--- src/rtl/usb_pkg.sv ---
// Shared state encoding and FTDI bus constants for the FT600/601 write path.
package usb_pkg;
  typedef enum logic [1:0] {IDLE, WRITE, GAP, TURN} ft_state_e;

  localparam int FT_DATA_W    = 32;
  localparam int FT_BE_W      = 4;
  localparam int FT_BUF_BYTES = 1024;
endpackage

--- src/rtl/usb_skid_buf.sv ---
// Two-entry valid/ready buffer carrying {be, data}; ready is registered and equals !full.
module usb_skid_buf
  import usb_pkg::*;
#(
  parameter int W = FT_DATA_W + FT_BE_W
) (
  input  logic         iCLK,
  input  logic         iRESET,
  input  logic         iVALID,
  output logic         oREADY,
  input  logic [W-1:0] iDATA,
  output logic         oVALID,
  input  logic         iPOP,
  output logic [W-1:0] oDATA
);
  logic [W-1:0] head_q, head_d, tail_q, tail_d;
  logic [1:0]   cnt_q, cnt_d;
  logic         ready_q, ready_d;
  logic         push, pop;

  assign push = iVALID & ready_q;
  assign pop  = iPOP & (cnt_q != 2'd0);

  always_comb begin
    head_d = head_q;
    tail_d = tail_q;
    cnt_d  = cnt_q;
    case ({push, pop})
      2'b10: begin
        if (cnt_q == 2'd0) head_d = iDATA;
        else               tail_d = iDATA;
        cnt_d = cnt_q + 2'd1;
      end
      2'b01: begin
        head_d = tail_q;
        cnt_d  = cnt_q - 2'd1;
      end
      2'b11: begin
        // occupancy unchanged; the incoming word lands behind whatever remains
        if (cnt_q == 2'd1) begin
          head_d = iDATA;
        end else begin
          head_d = tail_q;
          tail_d = iDATA;
        end
      end
      default: ;
    endcase
    ready_d = (cnt_d != 2'd2);
  end

  always_ff @(posedge iCLK or posedge iRESET) begin
    if (iRESET) begin
      head_q  <= '0;
      tail_q  <= '0;
      cnt_q   <= 2'd0;
      ready_q <= 1'b0;
    end else begin
      head_q  <= head_d;
      tail_q  <= tail_d;
      cnt_q   <= cnt_d;
      ready_q <= ready_d;
    end
  end

  assign oREADY = ready_q;
  assign oVALID = (cnt_q != 2'd0);
  assign oDATA  = head_q;
endmodule

--- src/rtl/usb_ft_tx_ctrl.sv ---
// FT600/601 245 synchronous FIFO write master with burst splitting.
// USB_TX_PATTERN_EN replaces the upstream stream with an internal counting source.
//
// state | meaning
// IDLE  | bus released, waiting for buffered data and TXE_N low
// WRITE | WR_N low, one word presented per cycle
// GAP   | WR_N high between bursts while the FTDI drains its 1 kB buffer
// TURN  | one bus-hold cycle before releasing the pads
module usb_ft_tx_ctrl
  import usb_pkg::*;
#(
  parameter  int DATA_W    = FT_DATA_W,
  parameter  int BURST_LEN = FT_BUF_BYTES / (FT_DATA_W / 8),
  parameter  int GAP_CYC   = 2,
  localparam int BE_W      = DATA_W / 8
) (
  input  logic              iCLK,
  input  logic              iRESET,
  input  logic              iVALID,
  output logic              oREADY,
  input  logic [DATA_W-1:0] iDATA,
  input  logic [BE_W-1:0]   iBE,
  input  logic              iTXE_N,
  output logic [DATA_W-1:0] oDATA,
  output logic [BE_W-1:0]   oBE,
  output logic              oDATA_OE,
  output logic              oWR_N,
  output logic              oOE_N,
  output logic              oRD_N,
  output logic              oBUSY
);
  localparam int CNT_W = $clog2(BURST_LEN + 1);

  ft_state_e                state_q, state_d;
  logic [CNT_W-1:0]         bcnt_q, bcnt_d;
  logic [3:0]               gcnt_q, gcnt_d;
  logic                     wr_n_q, wr_n_d, oe_q, oe_d;
  logic [DATA_W-1:0]        data_q, data_d;
  logic [BE_W-1:0]          be_q, be_d;

  logic                     push_valid, buf_ready, buf_valid, buf_pop, xfer;
  logic [BE_W+DATA_W-1:0]   push_word, buf_word;

`ifdef USB_TX_PATTERN_EN
  logic [DATA_W-1:0] pat_q;

  always_ff @(posedge iCLK or posedge iRESET) begin
    if (iRESET)         pat_q <= '0;
    else if (buf_ready) pat_q <= pat_q + DATA_W'(1);
  end

  assign push_valid = 1'b1;
  assign push_word  = {{BE_W{1'b1}}, pat_q};
  assign oREADY     = 1'b0;
`else
  assign push_valid = iVALID;
  assign push_word  = {iBE, iDATA};
  assign oREADY     = buf_ready;
`endif

  usb_skid_buf #(.W(BE_W + DATA_W)) u_skid (
    .iCLK   (iCLK),
    .iRESET (iRESET),
    .iVALID (push_valid),
    .oREADY (buf_ready),
    .iDATA  (push_word),
    .oVALID (buf_valid),
    .iPOP   (buf_pop),
    .oDATA  (buf_word)
  );

  assign xfer = ~wr_n_q & ~iTXE_N;

  always_comb begin
    state_d = state_q;
    bcnt_d  = bcnt_q;
    gcnt_d  = gcnt_q;
    wr_n_d  = wr_n_q;
    oe_d    = oe_q;
    data_d  = data_q;
    be_d    = be_q;
    buf_pop = 1'b0;
    case (state_q)
      IDLE: begin
        if (buf_valid && !iTXE_N) begin
          state_d          = WRITE;
          {be_d, data_d}   = buf_word;
          buf_pop          = 1'b1;
          wr_n_d           = 1'b0;
          oe_d             = 1'b1;
          bcnt_d           = '0;
        end
      end
      WRITE: begin
        if (xfer) begin
          bcnt_d = bcnt_q + CNT_W'(1);
          if (bcnt_q == CNT_W'(BURST_LEN - 1)) begin
            state_d = GAP;
            wr_n_d  = 1'b1;
            gcnt_d  = 4'(GAP_CYC - 1);
          end else if (buf_valid) begin
            {be_d, data_d} = buf_word;
            buf_pop        = 1'b1;
          end else begin
            state_d = TURN;
            wr_n_d  = 1'b1;
          end
        end
      end
      GAP: begin
        if (gcnt_q != 4'd0) begin
          gcnt_d = gcnt_q - 4'd1;
        end else if (buf_valid && !iTXE_N) begin
          state_d        = WRITE;
          {be_d, data_d} = buf_word;
          buf_pop        = 1'b1;
          wr_n_d         = 1'b0;
          bcnt_d         = '0;
        end else begin
          state_d = IDLE;
          oe_d    = 1'b0;
        end
      end
      TURN: begin
        state_d = IDLE;
        oe_d    = 1'b0;
      end
      default: begin
        state_d = IDLE;
        wr_n_d  = 1'b1;
        oe_d    = 1'b0;
      end
    endcase
  end

  always_ff @(posedge iCLK or posedge iRESET) begin
    if (iRESET) begin
      state_q <= IDLE;
      bcnt_q  <= '0;
      gcnt_q  <= 4'd0;
      wr_n_q  <= 1'b1;
      oe_q    <= 1'b0;
      data_q  <= '0;
      be_q    <= '0;
    end else begin
      state_q <= state_d;
      bcnt_q  <= bcnt_d;
      gcnt_q  <= gcnt_d;
      wr_n_q  <= wr_n_d;
      oe_q    <= oe_d;
      data_q  <= data_d;
      be_q    <= be_d;
    end
  end

  assign oDATA    = data_q;
  assign oBE      = be_q;
  assign oDATA_OE = oe_q;
  assign oWR_N    = wr_n_q;
  assign oOE_N    = 1'b1;
  assign oRD_N    = 1'b1;
  assign oBUSY    = (state_q != IDLE) | buf_valid;
endmodule

--- config.mk ---
export PLATFORM = sky130hd
export DESIGN_NAME = usb_ft_tx_ctrl
export DESIGN_NICKNAME = d
export VERILOG_FILES = /design/src/rtl/usb_pkg.sv /design/src/rtl/usb_skid_buf.sv /design/src/rtl/usb_ft_tx_ctrl.sv
export SDC_FILE = /design/constraint.sdc
export NUM_CORES = 1
export LEC_CHECK = 0
export ABC_AREA = 1
export BUFFER_PORTS_ARGS = -buffer_cell sky130_fd_sc_hd__buf_4
export CAP_MARGIN = 15
export CORE_MARGIN = 2
export CORE_UTILIZATION = 60
export CTS_BUF_LIST = sky130_fd_sc_hd__clkbuf_4
export DETAILED_ROUTE_END_ITERATION = 8
export PLACE_DENSITY = 0.94
export SLEW_MARGIN = 30
export SYNTH_ARGS = -nofsm -noshare
export SYNTH_HDL_FRONTEND = slang
export SYNTH_SLANG_ARGS = --single-unit
--- constraint.sdc ---
create_clock -name iCLK -period 5.6 [get_ports iCLK]
set_clock_uncertainty 0.1 [all_clocks]
set_input_delay 1.4 -clock iCLK [delete_from_list [all_inputs] [get_ports iCLK]]
set_output_delay 1.4 -clock iCLK [all_outputs]
set_load 0.05 [all_outputs]
## Yosys cells after proc, flatten, opt, wreduce, memory -nomap -nowiden

Index checks and enable logic that the tools add are counted.

- $add $sub $neg: 4
- Equal/unequal tests: 21
- Multiplexer cells: 50
- Bitwise gates (word level): 6
- Reduce and logical (&&, ||, !) cells: 20

Operator list:

| operator | number |
|---|---|
| $mux 32 | 5 |
| $mux 36 | 4 |
| $pmux 36 s3 | 1 |
| $pmux 32 s3 | 1 |
| $pmux 36 s2 | 1 |
| $mux 4 | 8 |
| $mux 9 | 3 |
| $pmux 9 s3 | 1 |
| $ne 2x2->1 const B | 11 |
| $reduce_and 4->1 | 4 |
| $mux 1 | 14 |
| $pmux 4 s3 | 1 |
| $mux 2 | 5 |
| $add 9x1->9 const B | 1 |
| $eq 9x8->1 const B | 1 |
| $pmux 1 s3 | 3 |
| $reduce_bool 3->1 | 3 |
| $eq 2x2->1 const B | 4 |
| $pmux 2 s4 | 1 |
| $pmux 4 s2 | 1 |
| $reduce_bool 2->1 | 4 |
| $eq 2x1->1 const B | 3 |
| $reduce_and 3->1 | 2 |
| $reduce_and 5->1 | 1 |
| other kinds (14) | 18 |

- Bits in registers: 128
- Input bits: 40

## Logic depth before layout (Yosys ltp)

Gate-level depths: netlist (run 1).

- Depth after elaboration: 9
- Depth in mapped cells: 18

## Hierarchy

A second synthesis (run 1) with hierarchy kept.

- Cell total of the unflattened synthesis: 765
- Area total of the unflattened synthesis: 6,303.5 um2

Modules (own cells, without submodules):

| module | instances | cells each | area an instance (um2) | sequential area each (um2) |
|---|---|---|---|---|
| usb_skid_buf | 1 | 458 | 3,565.9 | 1,876.8 |
| usb_ft_tx_ctrl | 1 | 307 | 2,737.6 | 1,327.5 |

## Least setup slack after synthesis (run 1)

No wires, ideal clock.

- Path type: input to register
- From: in iTXE_N
- To: reg u_skid.tail_q[20]
- Setup time: 0.131 ns
- Arrival: 2.965 ns
- Data required time: 5.369 ns
- Slack: 2.404 ns
- Stages on the path: 11
- Path buffers: 4
- Path through: nor2_1 > nand3_4 > nand3_4 > buf_12 > buf_12 > ha_1 > buf_2 > nand2_1 > o211ai_2 > clkbuf_1 > o21ai_0

- Longest elaborated chain between the ends: 9

Ends and longest elaborated chain:

| element | RTL line | text |
|---|---|---|
| start, declared | usb_ft_tx_ctrl.sv:23 | `input logic iTXE_N,` |
| $logic_not 1->1 | usb_ft_tx_ctrl.sv:85, usb_ft_tx_ctrl.sv:113 |  |
| $logic_and 1x1->1 | usb_ft_tx_ctrl.sv:85, usb_ft_tx_ctrl.sv:113 |  |
| $mux 1 | usb_ft_tx_ctrl.sv:85, usb_ft_tx_ctrl.sv:113 |  |
| $mux 1 | usb_ft_tx_ctrl.sv:111 | `if (gcnt_q != 4'd0) begin` |
| $pmux 1 s3 * | usb_ft_tx_ctrl.sv:83 | `case (state_q)` |
| $and 1x1->1 * | usb_skid_buf.sv:22 | `assign pop = iPOP & (cnt_q != 2'd0);` |
| $eq 2x2->1 | usb_skid_buf.sv:28 | `case ({push, pop})` |
| $ne 2x2->1 (no source line) / $reduce_bool 2->1 (equally long branches) | - |  |
| $reduce_and 3->1 (no source line) | - |  |
| end signal, assigned | usb_skid_buf.sv:60 | `tail_q <= tail_d;` |
| end, declared | usb_skid_buf.sv:16 | `logic [W-1:0] head_q, head_d, tail_q, tail_d;` |

Every way passes the cells marked *; elsewhere a longest branch is shown, timed or not.
A chain may end at the register's enable or synchronous reset.

## Worst setup path after layout (run 1)

- From: reg bcnt_q[1]
- To: reg u_skid.tail_q[32]

- Longest elaborated chain between the ends: 8

Ends and longest elaborated chain:

| element | RTL line | text |
|---|---|---|
| start, declared | usb_ft_tx_ctrl.sv:35 | `logic [CNT_W-1:0] bcnt_q, bcnt_d;` |
| start signal, assigned | usb_ft_tx_ctrl.sv:147 | `bcnt_q <= bcnt_d;` |
| $eq 9x8->1 * | usb_ft_tx_ctrl.sv:97 | `if (bcnt_q == CNT_W'(BURST_LEN - 1)) begin` |
| $mux 1 * | usb_ft_tx_ctrl.sv:97 |  |
| $mux 1 * | usb_ft_tx_ctrl.sv:95 | `if (xfer) begin` |
| $pmux 1 s3 * | usb_ft_tx_ctrl.sv:83 |  |
| $and 1x1->1 * | usb_skid_buf.sv:22 |  |
| $eq 2x2->1 | usb_skid_buf.sv:28 |  |
| $ne 2x2->1 (no source line) / $reduce_bool 2->1 (equally long branches) | - |  |
| $reduce_and 3->1 (no source line) | - |  |

Marks and branches as above.

==> out/metrics.csv, run 1 <==
metric,value,unit
status,finished clean,
worstPathMaxFanout,44,
drtIter0Drc,461,
cts_root_buf,clkbuf_4,
postRouteAntennaNets,0,
vias,5561,
drv_slew,0,
syn2layout_area_growth,12.1,%
r2r_start,bcnt_q[1]$_DFFE_PP0P_,
crit_path_end_kind,flop,
min_path_type,flop to flop,
rsz0062_at_grt,no,
synth_most_common_cell,nand2_1,
hold_viol_final,0,
max-slew-margin-rel,45.1,%
port_buffers,79,
power_leakage,4.03,nW
cts_tree,yes,
wire_per_inst,13.6,um
reg2reg_setup_slack,1.90,ns
ir_drop,0.000257,V
row_count,38,
reg2reg_depth,15,
placed_cells,1013,
cp.arrival,4.01,ns
place.gp.congestion,0.909,
drc,0,
antenna_found_initial,1,
synth_top_area_share,47.7,%
die_h,109,um
post-route-period-util,66.0,%
syn-instance-count,829,
min_from,oDATA[30]$_DFFE_PP0P_,
worst_slew_pin_slew,0.824,ns
drt_pre_antenna_iters,5,
via_per_inst,5.32,
htreeDepth,4,
clk_pin_slew,0.11,ns
clock.fmax,0.270,GHz
yosys-top-cells-count,"nand2_1, dfrtp_1, inv_1",
numCtsBuffers,17,
worstSetupPathType,flop to flop,
grt_pass1_vias,5163,
track_usage,25.6,%
synth_edf_count,0,
ys_seq_area_share,48.1,%
power_per_cell_area,546,mW/mm2
grt_max_degree,90,
worstPathRequired,5.91,ns
syn_area,0.00666,mm2
die-area,0.0120,mm2
avgSynthCellArea,8.03,um2
core,0.0108,mm2
yosys.cell_types.count,30,
cts_setup_buffers,0,
synth-seq-cells,128,
start_kind,flop,
ios,82,
clock_sinks,128,
synth_flop_cell,dfrtp_1,
synthArstFlopShare,100,%
hold_depth,2,
finalSetupViolCount,0,
r2r_end,u_skid.tail_q[32]$_DFFE_PP0P_,
initial_core_util,61.4,%
synthTopCellsByArea,"dfrtp_1, nand2_1, o211ai_1, a21oi_2, nand2_2",
dp_hpwl,8.91,mm
holdBufCountCts,0,
num-nets-final,940,
insertion_delay,0.55,ns
routed_wl,14.2,mm
cap_violations,0,
die-width,109,um
hold_end,oDATA[30]$_DFFE_PP0P_,
cts_resized,0,
finalCriticalPeriod,3.70,ns
ys_warn_count,0,
finalNonFillerCells,1046,
nFillCells,856,
grt_pass1_wl,23.9,mm
fin_tns_setup,0,ns
yosysTopAreaCell,dfrtp_1,
clockBufferDepth,2,
drive_above_1_share,23.0,%
grt_overflow,0,
-- worst max path at each step --
stage / start / to / slack, ns / cells after the start
after floorplan: iRESET / bcnt_q[0]$_DFFE_PP0P_ / 0.69 / 1
after global placement: iTXE_N / u_skid.tail_q[21]$_DFFE_PP0P_ / 1.76 / 12
after detailed placement: iTXE_N / u_skid.tail_q[32]$_DFFE_PP0P_ / 1.65 / 12
after CTS: bcnt_q[1]$_DFFE_PP0P_ / u_skid.tail_q[32]$_DFFE_PP0P_ / 1.93 / 15
after global routing: bcnt_q[1]$_DFFE_PP0P_ / u_skid.tail_q[19]$_DFFE_PP0P_ / 1.58 / 16
final: bcnt_q[1]$_DFFE_PP0P_ / u_skid.tail_q[32]$_DFFE_PP0P_ / 1.90 / 15
-- critical path, stage by stage (launching register included) --
cell,delay [ns]
dfrtp_1,0.41
ha_1,0.18
nand2_1,0.05
inv_1,0.13
nand3_1,0.09
nor3_1,0.17
ha_1,0.21
nor2_1,0.08
nand3_4,0.11
nand3_4,0.37
inv_2,0.17
ha_1,0.19
inv_1,0.08
o211ai_4,0.56
buf_4,0.47
o21ai_0,0.16
-- sequential cells by signal (all words and copies together) (netlist names) --
register       count
u_skid.oDATA      36
u_skid.tail_q     36
oDATA             32
bcnt_q             9
gcnt_q             4
oBE                4
state_q            2
u_skid.cnt_q       2
oDATA_OE           1
oWR_N              1
u_skid.oREADY      1
-- layer usage --
layer	routed length [um]	track usage [%]
met4	422	12.7
met1	6110	33.7
met3	786	5.04
met5	0	0
met2	6860	40.6
-- final cells by class --
class,instances,area [um2],area share [%]
flip-flops and latches,128,3200,42.9
multi-input cells,594,2920,39.1
repair buffers,85,638,8.55
inverters,66,253,3.39
well taps,140,175,2.35
clock inverters,14,140,1.88
clock buffers,18,135,1.81
diodes,1,2.50,0.0335
-- cell usage in the layout (no fill, tap or decap), types with 3 or more instances in the layout --
| cell | synthesis | routed |
|---|---|---|
| ha_2 | 0 | 3 |
| clkinv_2 | 0 | 6 |
| a21oi_2 | 33 | 33 |
| nor2_1 | 51 | 51 |
| buf_4 | 2 | 85 |
| a21oi_1 | 6 | 6 |
| xor2_1 | 4 | 4 |
| inv_1 | 62 | 61 |
| o211ai_1 | 39 | 39 |
| inv_2 | 4 | 4 |
| o21ai_0 | 42 | 42 |
| inv_6 | 0 | 3 |
| clkbuf_4 | 0 | 18 |
| o21ai_1 | 4 | 4 |
| dfrtp_1 | 127 | 127 |
| ha_1 | 8 | 5 |
| nand2_2 | 42 | 42 |
| nand2_1 | 339 | 339 |
| nand3_1 | 11 | 11 |
-- power breakdown --
group / leakage, nW / internal [W] / switching (W)
Combinational: 2.24 / 0.000540 / 0.00134
Sequential: 1.63 / 0.00130 / 0.000262
Clock: 0.152 / 0.000268 / 0.000356
Total: 4.03 / 0.00211 / 0.00196
-- metrics by stage --
| step | util [%] | total power, W | cell area (um2) | hold slack, ns | setup slack, ns |
|---|---|---|---|---|---|
| global route | 68.8 | 0.00436 | 7460 | 0.405 | 1.58 |
| finish | 68.8 | 0.00407 | 7460 | 0.383 | 1.90 |
| global placement | 66.3 | 0.00337 | 7190 | 0.357 | 1.76 |
| detailed placement | 66.3 | 0.00345 | 7190 | 0.361 | 1.65 |
| CTS | 68.8 | 0.00407 | 7460 | 0.385 | 1.93 |
| floorplan | - | 0.00306 | 6660 | 0.345 | 0.689 |
-- logic make-up after synthesis --
| family | Yosys count | synth area share [%] |
|---|---|---|
| simple gates | 453 | 28.3 |
| flops | 128 | 48.1 |
| compound gates | 127 | 13.0 |
| buf+inv | 108 | 8.42 |
| fa+ha+maj | 8 | 1.50 |
| xor+xnor | 4 | 0.526 |
| other cells | 1 | 0.0563 |
Power figures use the tool's default switching activity.
==> run 2, diff against run 1 <==
--- a/config.mk
+++ b/config.mk
@@ -5,11 +5,11 @@
 export SDC_FILE = /design/constraint.sdc
 export NUM_CORES = 1
 export LEC_CHECK = 0
-export ABC_AREA = 1
+export ABC_AREA = 0
 export BUFFER_PORTS_ARGS = -buffer_cell sky130_fd_sc_hd__buf_4
 export CAP_MARGIN = 15
 export CORE_MARGIN = 2
-export CORE_UTILIZATION = 60
+export CORE_UTILIZATION = 59
 export CTS_BUF_LIST = sky130_fd_sc_hd__clkbuf_4
 export DETAILED_ROUTE_END_ITERATION = 8
 export PLACE_DENSITY = 0.94
==> constraint.sdc (replaced) <==
create_clock -name iCLK -period 3.75 [get_ports iCLK]
set_clock_uncertainty 0.1 [all_clocks]
set_input_delay 0.9375 -clock iCLK [delete_from_list [all_inputs] [get_ports iCLK]]
set_output_delay 0.9375 -clock iCLK [all_outputs]
set_load 0.05 [all_outputs]
==> run 2 against run 1 <==
Setup slack lost 1.3 ns. Register-to-register slack worse by 1.3 ns. Critical path depth decreased by 5. Core utilization rose by 1.1 points. Hold slack got worse by 0.063 ns. Die area shrank 16%. Fmax is 19% higher. Synthesized cell count shrank 51%. Cell area is 15% lower. Clock power rose by 32%. Sequential power grew 51%. Critical path type unchanged. Critical endpoint is now u_skid.oDATA[10]$_DFFE_PP0P_. Largest cell class unchanged. Highest routed layer unchanged.
==> out/metrics.csv, run 2 <==
metric,value,unit
pwr-share-seq,40.5,%
track_usage,24.0,%
reg2reg_setup_slack,0.65,ns
yosys-top-cells-count,"dfrtp_1, mux2_2, a221o_1, and3_1, nand2_1",
synth-seq-cells,128,
hold_viol_final,0,
cap_violations,0,
drtIter0Drc,229,
ys_warn_count,0,
insertion_delay,0.51,ns
htreeDepth,4,
antenna_found_initial,0,
die-area,0.0101,mm2
reg2reg_depth,10,
via_per_inst,6.13,
grt_overflow,0,
drive_above_1_share,39.7,%
switching_share,41.0,%
finalCriticalPeriod,3.10,ns
row_count,35,
min_path_type,input port to async pin,
clk_pin_slew,0.11,ns
r2r_end,u_skid.oDATA[10]$_DFFE_PP0P_,
cts_setup_buffers,0,
antenna_cells,0,
drc,0,
place.gp.congestion,0.807,
die_h,100,um
synth_flop_cell,dfrtp_1,
synthTopCellsByArea,"dfrtp_1, mux2_2, a221o_1, and3_1, ha_1",
clock_sinks,128,
cts_tree,yes,
grt_pass1_wl,18.6,mm
start_kind,flop,
post-route-period-util,82.6,%
syn_area,0.00548,mm2
p_total,0.00583,W
worst_slew_pin_slew,0.925,ns
power_leakage,3.08,nW
placed_cells,578,
status,finished clean,
die-width,100,um
drv_slew,0,
combPwrFrac,45.4,%
synth_most_common_cell,dfrtp_1,
clock.fmax,0.323,GHz
grt_pass1_vias,3723,
grt_max_degree,78,
routed_wl,11.3,mm
avgSynthCellArea,13.5,um2
worstPathRequired,4.09,ns
startpoint,bcnt_q[0]$_DFFE_PP0P_,
ys_seq_area_share,58.5,%
finalSetupViolCount,0,
drt_pre_antenna_iters,6,
crit_path_end_kind,flop,
p_int,0.00344,W
dp_hpwl,7.40,mm
cts_root_buf,clkbuf_4,
holdBufCountCts,0,
vias,3739,
num-nets-final,534,
p_switching,0.00239,W
yosysTopAreaCell,dfrtp_1,
cp.arrival,3.43,ns
cts_resized,0,
port_buffers,79,
r2r_start,bcnt_q[0]$_DFFE_PP0P_,
fin_tns_setup,0,ns
wire_per_inst,18.5,um
synth_top_area_share,58.0,%
syn-instance-count,405,
synthArstFlopShare,100,%
max-slew-margin-rel,38.2,%
yosys.cell_types.count,44,
power_per_cell_area,916,mW/mm2
numCtsBuffers,17,
postRouteAntennaNets,0,
worstSetupPathType,flop to flop,
core,0.00911,mm2
synth_edf_count,0,
clockBufferDepth,2,
ir_drop,0.000415,V
finalNonFillerCells,610,
rsz0062_at_grt,no,
worstPathMaxFanout,36,
pwr-share-clk,14.1,%
final_cell_mix,"dfrtp_1, buf_4, mux2_2",
final_common_cell,dfrtp_1,
ios,82,
syn2layout_area_growth,16.2,%
initial_core_util,60.2,%
[run 2: metrics by stage]
stage | setup slack (ns) | util (%) | hold WS, ns | cell area, um2
after floorplan | 0.673 | - | 0.369 | 5490
after global placement | 0.822 | 67.2 | 0.379 | 6120
after detailed placement | 0.742 | 67.2 | 0.390 | 6120
after CTS | 0.675 | 69.9 | 0.308 | 6370
after global routing | 0.499 | 69.9 | 0.294 | 6370
final | 0.651 | 69.9 | 0.320 | 6370
[run 2: area by class of cell]
class,instances,area (um2)
flip-flops and latches,128,3200
fillers,610,2740
multi-input cells,241,2070
repair buffers,86,658
clock buffers,20,150
well taps,111,139
clock inverters,12,93.8
inverters,12,48.8
[run 2: cell families (layout without fill, tap and decap cells)]
family          after synthesis  in the layout  synth area share (%)
fa+ha+maj                     8              8                  1.83
buf+inv                      37            130                  4.06
other cells                   1              2                0.0684
flops                       128            128                  58.5
simple gates                 89             89                  9.68
mux                          73             73                  15.0
compound gates               69             69                  10.9
[run 2: power groups by stage]
stage                     registers, W  logic (W)  clock network, W
final                          0.00236    0.00265          0.000823
after global routing           0.00243    0.00283          0.000911
after CTS                      0.00235    0.00266          0.000843
after detailed placement       0.00238    0.00264                 0
after global placement         0.00233    0.00253                 0
after floorplan                0.00288    0.00143                 0
[run 2: worst max-delay path by stage]
stage	to	slack (ns)	cells after the start
floorplan	u_skid.tail_q[0]$_DFFE_PP0P_	0.67	13
global placement	u_skid.tail_q[16]$_DFFE_PP0P_	0.82	9
detailed placement	u_skid.oDATA[29]$_DFFE_PP0P_	0.74	10
CTS	u_skid.oDATA[16]$_DFFE_PP0P_	0.68	10
global route	u_skid.oDATA[3]$_DFFE_PP0P_	0.50	10
finish	u_skid.oDATA[10]$_DFFE_PP0P_	0.65	10
[run 2: metal layers]
metal	track usage (%)	vias to the layer above	share of wire, %
met5	0	-	0
li1	-	1681	-
met4	8.96	0	1.6
met1	32.8	1904	43
met2	37.6	138	51
met3	5.99	16	5.0
[run 2: critical path: stages (launching register included)]
cell      delay (ns)
dfrtp_1         0.44
ha_1            0.26
and4_1          0.20
ha_1            0.23
o31ai_4         0.27
o211ai_4        0.10
inv_1           0.09
ha_1            0.18
a21oi_1         0.13
nor2_4          0.74
a221o_1         0.30
